File: config.mk
export PLATFORM = sky130hd
export DESIGN_NAME = half_adder_unit
export DESIGN_NICKNAME = d
export VERILOG_FILES = /design/src/rtl/half_adder_unit.sv
export SDC_FILE = /design/constraint.sdc
export NUM_CORES = 1
export LEC_CHECK = 0
export ABC_AREA = 1
export ABC_CLOCK_PERIOD_IN_PS = 800
export BUFFER_PORTS_ARGS = -buffer_cell sky130_fd_sc_hd__buf_2
export CAP_MARGIN = 30
export CORE_AREA = 5 5 42 44
export CTS_CLUSTER_DIAMETER = 60
export DETAILED_ROUTE_END_ITERATION = 10
export DIE_AREA = 0 0 47 49
export PLACE_DENSITY = 0.53
export REMOVE_ABC_BUFFERS = 1
export SYNTH_ARGS = -nofsm -noshare
export SYNTH_HDL_FRONTEND = slang
export SYNTH_SLANG_ARGS = --single-unit
File: constraint.sdc
create_clock -name clk -period 0.8 [get_ports clk]
set_input_delay 0.12 -clock clk [delete_from_list [all_inputs] [get_ports clk]]
set_output_delay 0.12 -clock clk [all_outputs]
set_load 0.03 [all_outputs]
File: src/rtl/half_adder_unit.sv
// -----------------------------------------------------------------------------
// half_adder_unit
//   Registered, lane-parallel half adder. Each of the WIDTH lanes computes
//   S = a ^ b and C = a & b independently. There is one register stage, and a
//   valid flag travels with the data, so the block fits into pipelined
//   datapaths (adder trees, increment logic).
//
// Configuration macro:
//   HALF_ADDER_UNIT_STATS_EN  When defined, carry_cnt is a saturating counter of
//                             carry-producing lanes. It adds popcount(a & b) on
//                             every accepted input and is cleared only by rst.
//                             When undefined, carry_cnt is tied to zero and no
//                             counter logic exists.
//
// Parameters:
//   WIDTH  number of independent 1-bit half-adder lanes (>= 1)
//   CNT_W  width of the carry-event counter
//
// Ports:
//   clk        rising-edge clock
//   rst        synchronous active-high reset (clears S, C, out_valid, carry_cnt)
//   a, b       operands, one bit per lane
//   in_valid   a/b are valid this cycle
//   S, C       registered sum / carry per lane (held while in_valid=0)
//   out_valid  S/C were loaded on the last edge
//   carry_cnt  saturating carry-event count (zero unless stats enabled)
// -----------------------------------------------------------------------------
module half_adder_unit #(
  parameter int WIDTH = 1,
  parameter int CNT_W = 16
) (
  input  logic             clk,
  input  logic             rst,
  input  logic [WIDTH-1:0] a,
  input  logic [WIDTH-1:0] b,
  input  logic             in_valid,
  output logic [WIDTH-1:0] S,
  output logic [WIDTH-1:0] C,
  output logic             out_valid,
  output logic [CNT_W-1:0] carry_cnt
);

  logic [WIDTH-1:0] s_p1;
  logic [WIDTH-1:0] c_p1;
  logic             vld_p1;

  // ---- stage p0 -> p1: lane-wise half add, loaded only on valid input ----
  // The result registers are cleared on reset so that S/C read as zero
  // afterwards. Without a valid input they hold their value, so that
  // don't-care operands never reach S/C.
  always_ff @(posedge clk) begin
    if (rst) begin
      vld_p1 <= 1'b0;
      s_p1   <= '0;
      c_p1   <= '0;
    end else begin
      vld_p1 <= in_valid;
      if (in_valid) begin
        s_p1 <= a ^ b;
        c_p1 <= a & b;
      end
    end
  end

  assign S         = s_p1;
  assign C         = c_p1;
  assign out_valid = vld_p1;

`ifdef HALF_ADDER_UNIT_STATS_EN
  localparam int PC_W  = (WIDTH > 1) ? $clog2(WIDTH + 1) : 1;
  localparam int SUM_W = ((CNT_W > PC_W) ? CNT_W : PC_W) + 1;
  localparam logic [SUM_W-1:0] CNT_MAX = (SUM_W'(1) << CNT_W) - SUM_W'(1);

  logic [CNT_W-1:0] cnt_p1;

  function automatic logic [PC_W-1:0] popcount(input logic [WIDTH-1:0] x);
    logic [PC_W-1:0] n;
    n = '0;
    for (int i = 0; i < WIDTH; i++) begin
      n = n + PC_W'(x[i]);
    end
    return n;
  endfunction

  // The sum is widened by one bit so that overflow is visible and the
  // counter clamps instead of wrapping.
  function automatic logic [CNT_W-1:0] sat_add(input logic [CNT_W-1:0] acc,
                                               input logic [PC_W-1:0]  inc);
    logic [SUM_W-1:0] sum;
    sum = SUM_W'(acc) + SUM_W'(inc);
    if (sum > CNT_MAX) begin
      return CNT_MAX[CNT_W-1:0];
    end
    return sum[CNT_W-1:0];
  endfunction

  // ---- stage p0 -> p1: carry-event statistics ----
  always_ff @(posedge clk) begin
    if (rst) begin
      cnt_p1 <= '0;
    end else if (in_valid) begin
      cnt_p1 <= sat_add(cnt_p1, popcount(a & b));
    end
  end

  assign carry_cnt = cnt_p1;
`else
  assign carry_cnt = '0;
`endif

endmodule

==> results.json, run 1 <==
{
  "outcome": "complete, but fails checks",
  "violations": "negative setup slack",
  "drtIter0Drc": 1,
  "cts-hold-fix-buffers": 0,
  "p_total_mw": 0.616,
  "pin_count": 24,
  "grt_start_max_net_pins": 6,
  "rsz0062_at_grt": "yes",
  "cts_buffer_depth": 2,
  "netlist_area_um2": 245,
  "critPathTopFamily": "flip-flops",
  "ir_worst_vdd_uv": 308,
  "diodes": 0,
  "worstSkewPairLatency_ns": 0.24,
  "final_max_slew_viol_count": 0,
  "route.detailed.drc": 0,
  "finalHoldViolations": 0,
  "clk_pin_slew_worst_paths_ns": 0.04,
  "start_kind": "flip-flop",
  "synth.ff_latch_count": 3,
  "grtUsageTotal_pct": 3.58,
  "cts_sinks": 3,
  "ys_warn_count": 0,
  "start_util_pct": 17.5,
  "die_x_um": 47,
  "row_count": 14,
  "ant_nets": 0,
  "numCtsBuffers": 3,
  "routed_via_density": 2.98,
  "fmax_ghz": 1.24,
  "post_cts_buffers": 0,
  "vias": 179,
  "crit_buf_inv": 1,
  "cts_tree": "yes",
  "fin_skew_ns": 0,
  "grt_pass1_wl_um": 441,
  "slowest_delay_ns": 0.33,
  "layout-area-overhead-vs-synth_pct": 16.3,
  "drive_gt1_share_pct": 29.5,
  "htree_levels": 1,
  "nFillCells": 167,
  "slowest_stage": "dfxtp_2",
  "tns_ns": -0.0142,
  "ys_seq_area_share_pct": 24.5,
  "dp_hpwl_um": 312,
  "required_ns": 0.68,
  "core_um2": 1400,
  "drv_cap": 0,
  "critPathKind": "flip-flop to primary output",
  "cp.arrival_ns": 0.69,
  "setup_viol": 2,
  "syn_inst": 34,
  "hold_class": "input pin to flip-flop",
  "syn_avg_cell_area_um2": 7.21,
  "crit_path_max_fanout": 2,
  "power-per-cell-area_nw_per_um2": 2160,
  "placed_cell_area_um2": 236,
  "grt_pass1_vias": 126,
  "gp_congestion": 0.595,
  "r2r_slack_ns": 0.25,
  "crit_path_cell_trace": "buf_6",
  "final_nets": 51,
  "dieArea_um2": 2300,
  "setup_ws_ns": -0.00971,
  "antenna_found_initial": 0,
  "wire_per_inst_um": 6.37,
  "cellLeakagePower_nw": 0.175,
  "cts-root-buf": "clkbuf_4",
  "first_pass_iters": 2,
  "routed_wl_um": 382,
  "die_h_um": 49,
  "setup.worst_path.end_class": "primary output",
  "fin_crit_sh_pct": 101,
  "period_needed_ns": 0.810,
  "ys_types": 7,
  "placement.io_buffers": 7,
  "final_area_um2": 285,
  "utilization_pct": 20.4,
  "overflow": 0
}
## sequential cells by signal (all words and copies together), names as in the netlist
name       flops
out_valid      1
S              1
C              1
## cell type report
type | instances | area (um^2) | share of cell area [%]
well taps | 16 | 20.0 | 7.02
clock buffers | 4 | 26.3 | 9.21
flip-flops and latches | 3 | 63.8 | 22.4
inverters | 4 | 15.0 | 5.26
repair buffers | 7 | 53.8 | 18.9
multi-input cells | 26 | 106 | 37.3
## placed cells by master, fill, tap and decap left out
cell and instances:
buf_2 4, dfxtp_2 3, conb_1 16, clkbuf_4 3, clkbuf_1 1, inv_1 4
buf_6 3, nor2_1 5, ha_1 1, nand2_1 4
## repair_timing
item                       in CTS  in global routing
setup endpoints to repair       3                  2
cloned                          0                  0
resized for setup               9                  0
## cell families (layout without fill, tap and decap cells)
group         after synthesis  in the layout  synth area share [%]
other cells                 1             16                  1.53
fa+ha+maj                   1              1                  5.10
flops                       3              3                  24.5
simple gates                9              9                  13.8
buf+inv                    20             15                  55.1
## routing by layer
layer / part of all wire (%) / wire (um) / vias to the layer above / global-route usage [%]
li1: - / - / 85 / -
met4: 4.5 / 17 / 0 / 5.53
met5: 0 / 0 / - / 0
met2: 38 / 144 / 19 / 4.30
met1: 25 / 94 / 73 / 1.75
met3: 33 / 127 / 2 / 4.43
## path summary, 6_finish.rpt
path	cells past startpoint	start	endpoint
worst min-delay path	2	rst	out_valid
worst max register to register	2	C	C
worst min register to register	2	C	C
worst max-delay path	1	S	S
## synth_stat cells
| master | instances | area (um^2) |
|---|---|---|
| buf_4 | 16 | 120 |
| nor2_1 | 5 | 18.8 |
| dfxtp_1 | 3 | 60.1 |
| inv_1 | 4 | 15.0 |
| ha_1 | 1 | 12.5 |
| nand2_1 | 4 | 15.0 |
| conb_1 | 1 | 3.75 |
## report_power, final
part           internal (mW)  switching (mW)  leakage, nW
logic                 0.0346           0.140        0.134
registers              0.162         0.00569       0.0258
clock network          0.187          0.0858       0.0150
total                  0.384           0.232        0.175
## per-stage QoR
| step | worst slack (ns) | hold slack, ns | cells |
|---|---|---|---|
| after floorplan | 0.0883 | 0.191 | 33 |
| after global routing | -0.0356 | 0.0581 | 60 |
| after detailed placement | 0.0114 | 0.298 | 56 |
| final | -0.00971 | 0.0500 | 60 |
| after global placement | 0.0162 | 0.297 | 56 |
| after CTS | -0.0211 | 0.0415 | 60 |
Note: power is estimated with default switching activity, not from simulation.
==> run 2: changes to the inputs <==
--- a/config.mk
+++ b/config.mk
@@ -10,6 +10,7 @@
 export BUFFER_PORTS_ARGS = -buffer_cell sky130_fd_sc_hd__buf_2
 export CAP_MARGIN = 30
 export CORE_AREA = 5 5 42 44
+export CTS_BUF_LIST = sky130_fd_sc_hd__clkbuf_4 sky130_fd_sc_hd__clkbuf_8
 export CTS_CLUSTER_DIAMETER = 60
 export DETAILED_ROUTE_END_ITERATION = 10
 export DIE_AREA = 0 0 47 49
==> run 2 against run 1 <==
Compared with the run above: the flow still finishes with violations (negative setup slack); clock power grew 13%; global-route usage grew 0.21 points; cell count is the same; critical endpoint unchanged; routed wire length grew 1.0%; largest cell class unchanged; clock skew is the same.
==> results.json, run 2 (synthesized netlist as in run 1, its figures left out) <==
{
  "nFillCells": 168,
  "top_layer": "met4",
  "power-per-cell-area_nw_per_um2": 2250,
  "rsz0062_at_grt": "yes",
  "cts_sinks": 3,
  "routed_wl_um": 386,
  "setup_ws_ns": -0.0110,
  "grt_pass1_wl_um": 448,
  "antenna_found_initial": 0,
  "violations": "negative setup slack",
  "dpl_worst_slack_ns": 0.0114,
  "final_max_slew_viol_count": 0,
  "numCtsBuffers": 3,
  "row_count": 14,
  "layout_common_cells": "16 x conb_1, 5 x nor2_1",
  "period_needed_ns": 0.811,
  "grt_pass1_vias": 126,
  "fin_skew_ns": 0,
  "vias": 180,
  "whs_ns": 0.0480,
  "diodes": 0,
  "mostFrequentLayoutCell": "conb_1",
  "pin_count": 24,
  "overflow": 0,
  "multiInputGateArea_um2": 106,
  "post_cts_buffers": 0,
  "routed_via_density": 3.00,
  "dieArea_um2": 2300,
  "ant_nets": 0,
  "cts-root-buf": "clkbuf_4",
  "htree_levels": 1,
  "tns_ns": -0.0169,
  "fmax_ghz": 1.23,
  "regArea_um2": 63.8,
  "first_pass_iters": 2,
  "cts-resized-gates": 9,
  "drtIter0Drc": 1,
  "critPathKind": "flip-flop to primary output",
  "placed_cell_area_um2": 236,
  "die_h_um": 49,
  "cts-hold-fix-buffers": 0,
  "cts_buffer_depth": 2,
  "final_nets": 51,
  "core_um2": 1400,
  "cellLeakagePower_nw": 0.178,
  "slowest_delay_ns": 0.33,
  "die_x_um": 47,
  "final_area_um2": 289,
  "cp.arrival_ns": 0.69,
  "start_kind": "flip-flop",
  "gp_congestion": 0.595,
  "worstSkewPairLatency_ns": 0.24,
  "wire_per_inst_um": 6.43,
  "required_ns": 0.68,
  "slowest_stage": "dfxtp_2",
  "clk_pin_slew_worst_paths_ns": 0.04,
  "crit_path_cell_trace": "buf_6",
  "grt_start_max_net_pins": 6,
  "p_total_mw": 0.652,
  "placement.io_buffers": 7,
  "ir_worst_vdd_uv": 310,
  "wirelength_met1_um": 95,
  "layout-area-overhead-vs-synth_pct": 17.9,
  "dp_hpwl_um": 312,
  "wl_met2_um": 146,
  "grtUsageTotal_pct": 3.79,
  "drive_gt1_share_pct": 31.8,
  "outcome": "complete, but fails checks",
  "start_util_pct": 17.5,
  "wl_met3_um": 127,
  "hold_class": "input pin to flip-flop",
  "drv_cap": 0,
  "crit_path_max_fanout": 2,
  "critPathTopFamily": "flip-flops",
  "r2r_slack_ns": 0.25,
  "cts_tree": "yes",
  "finalHoldViolations": 0,
  "fin_crit_sh_pct": 101,
  "setup.worst_path.end_class": "primary output",
  "route.detailed.drc": 0,
  "crit_buf_inv": 1,
  "setup_viol": 2
}
[run 2: cell types whose count changed in the layout (fill, tap and decap cells not counted)]
cell,change
clkbuf_4,+1
clkbuf_1,-1
[run 2: where the power goes]
part	switching (mW)	leakage (nW)	internal [mW]
Combinational	0.140	0.134	0.0346
Sequential	0.00569	0.0258	0.162
Clock	0.0877	0.0184	0.221
Total	0.233	0.178	0.418
[run 2: layer usage]
metal,vias to the layer above,global-route usage (%)
met5,-,0
met4,0,6.91
met3,2,4.43
met2,19,4.30
met1,74,1.75
li1,85,-
[run 2: area by class of cell]
cell class / count / area share [%]
multi-input combinational: 26 / 36.8
sequential: 3 / 22.1
timing repair buffer: 7 / 18.6
clock buffer: 4 / 10.4
tap: 16 / 6.93
inverter: 4 / 5.19
[run 2: path summary, 6_finish.rpt]
check,startpoint,to,depth (start not counted)
setup / recovery,S,S,1
hold / removal,rst,out_valid,2
setup reg to reg,C,C,2
hold reg to reg,C,C,2
[run 2: through the flow]
step                      std cells  util [%]
after floorplan                  33         -
after global placement           56      16.9
after detailed placement         56      16.9
after CTS                        60      20.6
after global routing             60      20.6
final                            60      20.6
==> run 3: changes to the inputs <==
--- a/config.mk
+++ b/config.mk
@@ -5,7 +5,6 @@
 export SDC_FILE = /design/constraint.sdc
 export NUM_CORES = 1
 export LEC_CHECK = 0
-export ABC_AREA = 1
 export ABC_CLOCK_PERIOD_IN_PS = 800
 export BUFFER_PORTS_ARGS = -buffer_cell sky130_fd_sc_hd__buf_2
 export CAP_MARGIN = 30
@@ -14,7 +13,7 @@
 export CTS_CLUSTER_DIAMETER = 60
 export DETAILED_ROUTE_END_ITERATION = 10
 export DIE_AREA = 0 0 47 49
-export PLACE_DENSITY = 0.53
+export PLACE_DENSITY = 0.51
 export REMOVE_ABC_BUFFERS = 1
 export SYNTH_ARGS = -nofsm -noshare
 export SYNTH_HDL_FRONTEND = slang
==> run 3 against run 2 <==
Compared with the run above: the run still ends with negative setup slack left; critical path depth is the same; combinational power shrank 7%; hold slack improved by 0.026 ns; non-clock buffer count is the same; die area stayed put; fmax up 0.87%; critical path type unchanged; largest cell class unchanged; largest power group unchanged; highest routed layer is now met3.
==> results.json, run 3 <==
{
  "setup_ws_ns": -0.00402,
  "synth-edff-count": 0,
  "route.detailed.drc": 0,
  "synth.ff_latch_count": 3,
  "cts-root-buf": "clkbuf_4",
  "wire_per_inst_um": 7.62,
  "setup_viol": 1,
  "violations": "negative setup slack",
  "fin_crit_sh_pct": 101,
  "hold_class": "input pin to flip-flop",
  "r2r_end": "C",
  "netlist_area_um2": 230,
  "cts-hold-fix-buffers": 0,
  "final_nets": 43,
  "power-per-cell-area_nw_per_um2": 2290,
  "critPathTopFamily": "flip-flops",
  "finalHoldViolations": 0,
  "placement.io_buffers": 7,
  "swShare_pct": 34.1,
  "drtIter0Drc": 0,
  "internal_power_mw": 0.413,
  "ant_nets": 0,
  "mostFrequentLayoutCell": "conb_1",
  "row_count": 14,
  "clock_power_share_pct": 47.5,
  "grt_start_max_net_pins": 4,
  "dp_hpwl_um": 325,
  "synth_top_cell_by_area": "buf_4",
  "cts_tree": "yes",
  "crit_start": "S",
  "fin_skew_ns": 0,
  "synthTopCellsByArea": "buf_4 52%, dfxtp_1 26%, mux2i_1 8.7%",
  "outcome": "complete, but fails checks",
  "cp.arrival_ns": 0.68,
  "p_sw_mw": 0.214,
  "overflow": 0,
  "first_pass_iters": 1,
  "die_x_um": 47,
  "vias": 136,
  "regToRegStartpoint": "C",
  "p_seq_share_pct": 26.5,
  "crit_end": "S",
  "cts_sinks": 3,
  "syn_avg_cell_area_um2": 8.85,
  "ys_warn_count": 0,
  "htree_levels": 1,
  "period_needed_ns": 0.804,
  "dieArea_um2": 2300,
  "power_frac_comb_pct": 26.0,
  "drive_gt1_share_pct": 38.9,
  "async_flop_share_pct": 0,
  "grt_pass1_vias": 151,
  "rsz0062_at_grt": "yes",
  "grt_pass1_wl_um": 538,
  "fmax_ghz": 1.24,
  "final_max_slew_viol_count": 0,
  "ys.flop_type": "dfxtp_1",
  "crit_buf_inv": 1,
  "antenna_found_initial": 0,
  "post_cts_buffers": 0,
  "crit_cells": 1,
  "cellLeakagePower_nw": 0.155,
  "slowest_delay_ns": 0.33,
  "post-synth-top-count-cell": "buf_4",
  "crit_path_cell_trace": "buf_6",
  "layout-area-overhead-vs-synth_pct": 19.0,
  "numCtsBuffers": 3,
  "tns_ns": -0.00402,
  "synth_top_area_share_pct": 52.2,
  "nFillCells": 166,
  "layout.cells.non_filler": 52,
  "crit_path_max_fanout": 2,
  "r2r_slack_ns": 0.20,
  "ys_seq_area_share_pct": 26.1,
  "utilization_pct": 19.6,
  "grtUsageTotal_pct": 3.87,
  "clk_pin_slew_worst_paths_ns": 0.04,
  "layout_common_cells": "16 x conb_1, 4 x clkbuf_4, 4 x buf_2",
  "cts_buffer_depth": 2,
  "die_h_um": 49,
  "start_util_pct": 16.4,
  "routed_via_density": 2.62,
  "diodes": 0,
  "ir_worst_vdd_uv": 388,
  "syn_inst": 26,
  "core_um2": 1400,
  "slowest_stage": "dfxtp_2",
  "reg2reg_depth": 2,
  "drv_cap": 0,
  "gp_congestion": 0.562,
  "critPathKind": "flip-flop to primary output",
  "start_kind": "flip-flop",
  "ys_types": 7,
  "p_total_mw": 0.627,
  "pin_count": 24,
  "required_ns": 0.68,
  "synth_commonest_cells": "16 x buf_4, 3 x dfxtp_1, 2 x mux2i_1, 2 x nor2_1",
  "dpl.cell_count": 48,
  "routed_wl_um": 396,
  "setup.worst_path.end_class": "primary output",
  "worstSkewPairLatency_ns": 0.23
}
==> run 3: cell types whose count changed after synthesis, sizes merged <==
cell   previous run  this run
nor2b             0         1
mux2i             0         2
inv               4         0
nand2             4         0
nor2              5         2
==> run 3: cell families (layout without fill, tap and decap cells) <==
logic type                 after synthesis  count (layout)  synth area share [%]
buffers and inverters                   16              11                  52.2
muxes                                    2               2                  8.70
DFF                                      3               3                  26.1
adders and majority gates                1               1                  5.43
other                                    1              16                  1.63
and+or+nand+nor                          3               3                  5.98
==> run 3: layout make-up <==
cell class	count	area, um^2	share of cell area [%]
flip-flops and latches	3	63.8	23.3
repair buffers	7	53.8	19.6
well taps	16	20.0	7.31
clock buffers	4	30.0	11.0
multi-input cells	22	106	38.8
==> run 3: repair_timing <==
action | 4_1_cts | 5_1_grt
pin swaps | 0 | 0
resized for setup | 9 | 0
cloned | 0 | 0
setup endpoints to repair | 3 | 3
==> run 3: power groups by stage <==
| stage | combinational, mW | sequential, mW | clock [mW] |
|---|---|---|---|
| 2_1_floorplan | 0.111 | 0.182 | 0 |
| 3_3_place_gp | 0.152 | 0.164 | 0 |
| 3_5_place_dp | 0.152 | 0.165 | 0 |
| 4_1_cts | 0.162 | 0.166 | 0.314 |
| 5_1_grt | 0.175 | 0.167 | 0.320 |
| 6_report | 0.163 | 0.166 | 0.297 |
==> run 3: per-layer routing <==
| layer | vias up | global-route usage (%) | part of all wire [%] |
|---|---|---|---|
| met4 | 0 | 5.53 | 0 |
| met3 | 0 | 3.32 | 24 |
| li1 | 67 | - | - |
| met2 | 14 | 4.98 | 46 |
| met5 | - | 0 | 0 |
| met1 | 55 | 2.64 | 30 |
==> run 3: per-stage QoR <==
step / instance area, um^2 / setup WS, ns / hold slack (ns)
global placement: 221 / 0.00465 / 0.320
global route: 274 / -0.0269 / 0.0808
finish: 274 / -0.00402 / 0.0742
CTS: 274 / -0.0147 / 0.0674
detailed placement: 221 / 0.00978 / 0.321
floorplan: 166 / 0.0707 / 0.192
==> run 3: worst min path at each step <==
| stage | start | to | cells past startpoint |
|---|---|---|---|
| floorplan | rst | out_valid | 1 |
| global placement | rst | C | 2 |
| CTS | rst | out_valid | 2 |
| detailed placement | rst | S | 2 |
| global route | rst | S | 2 |
| finish | rst | out_valid | 2 |
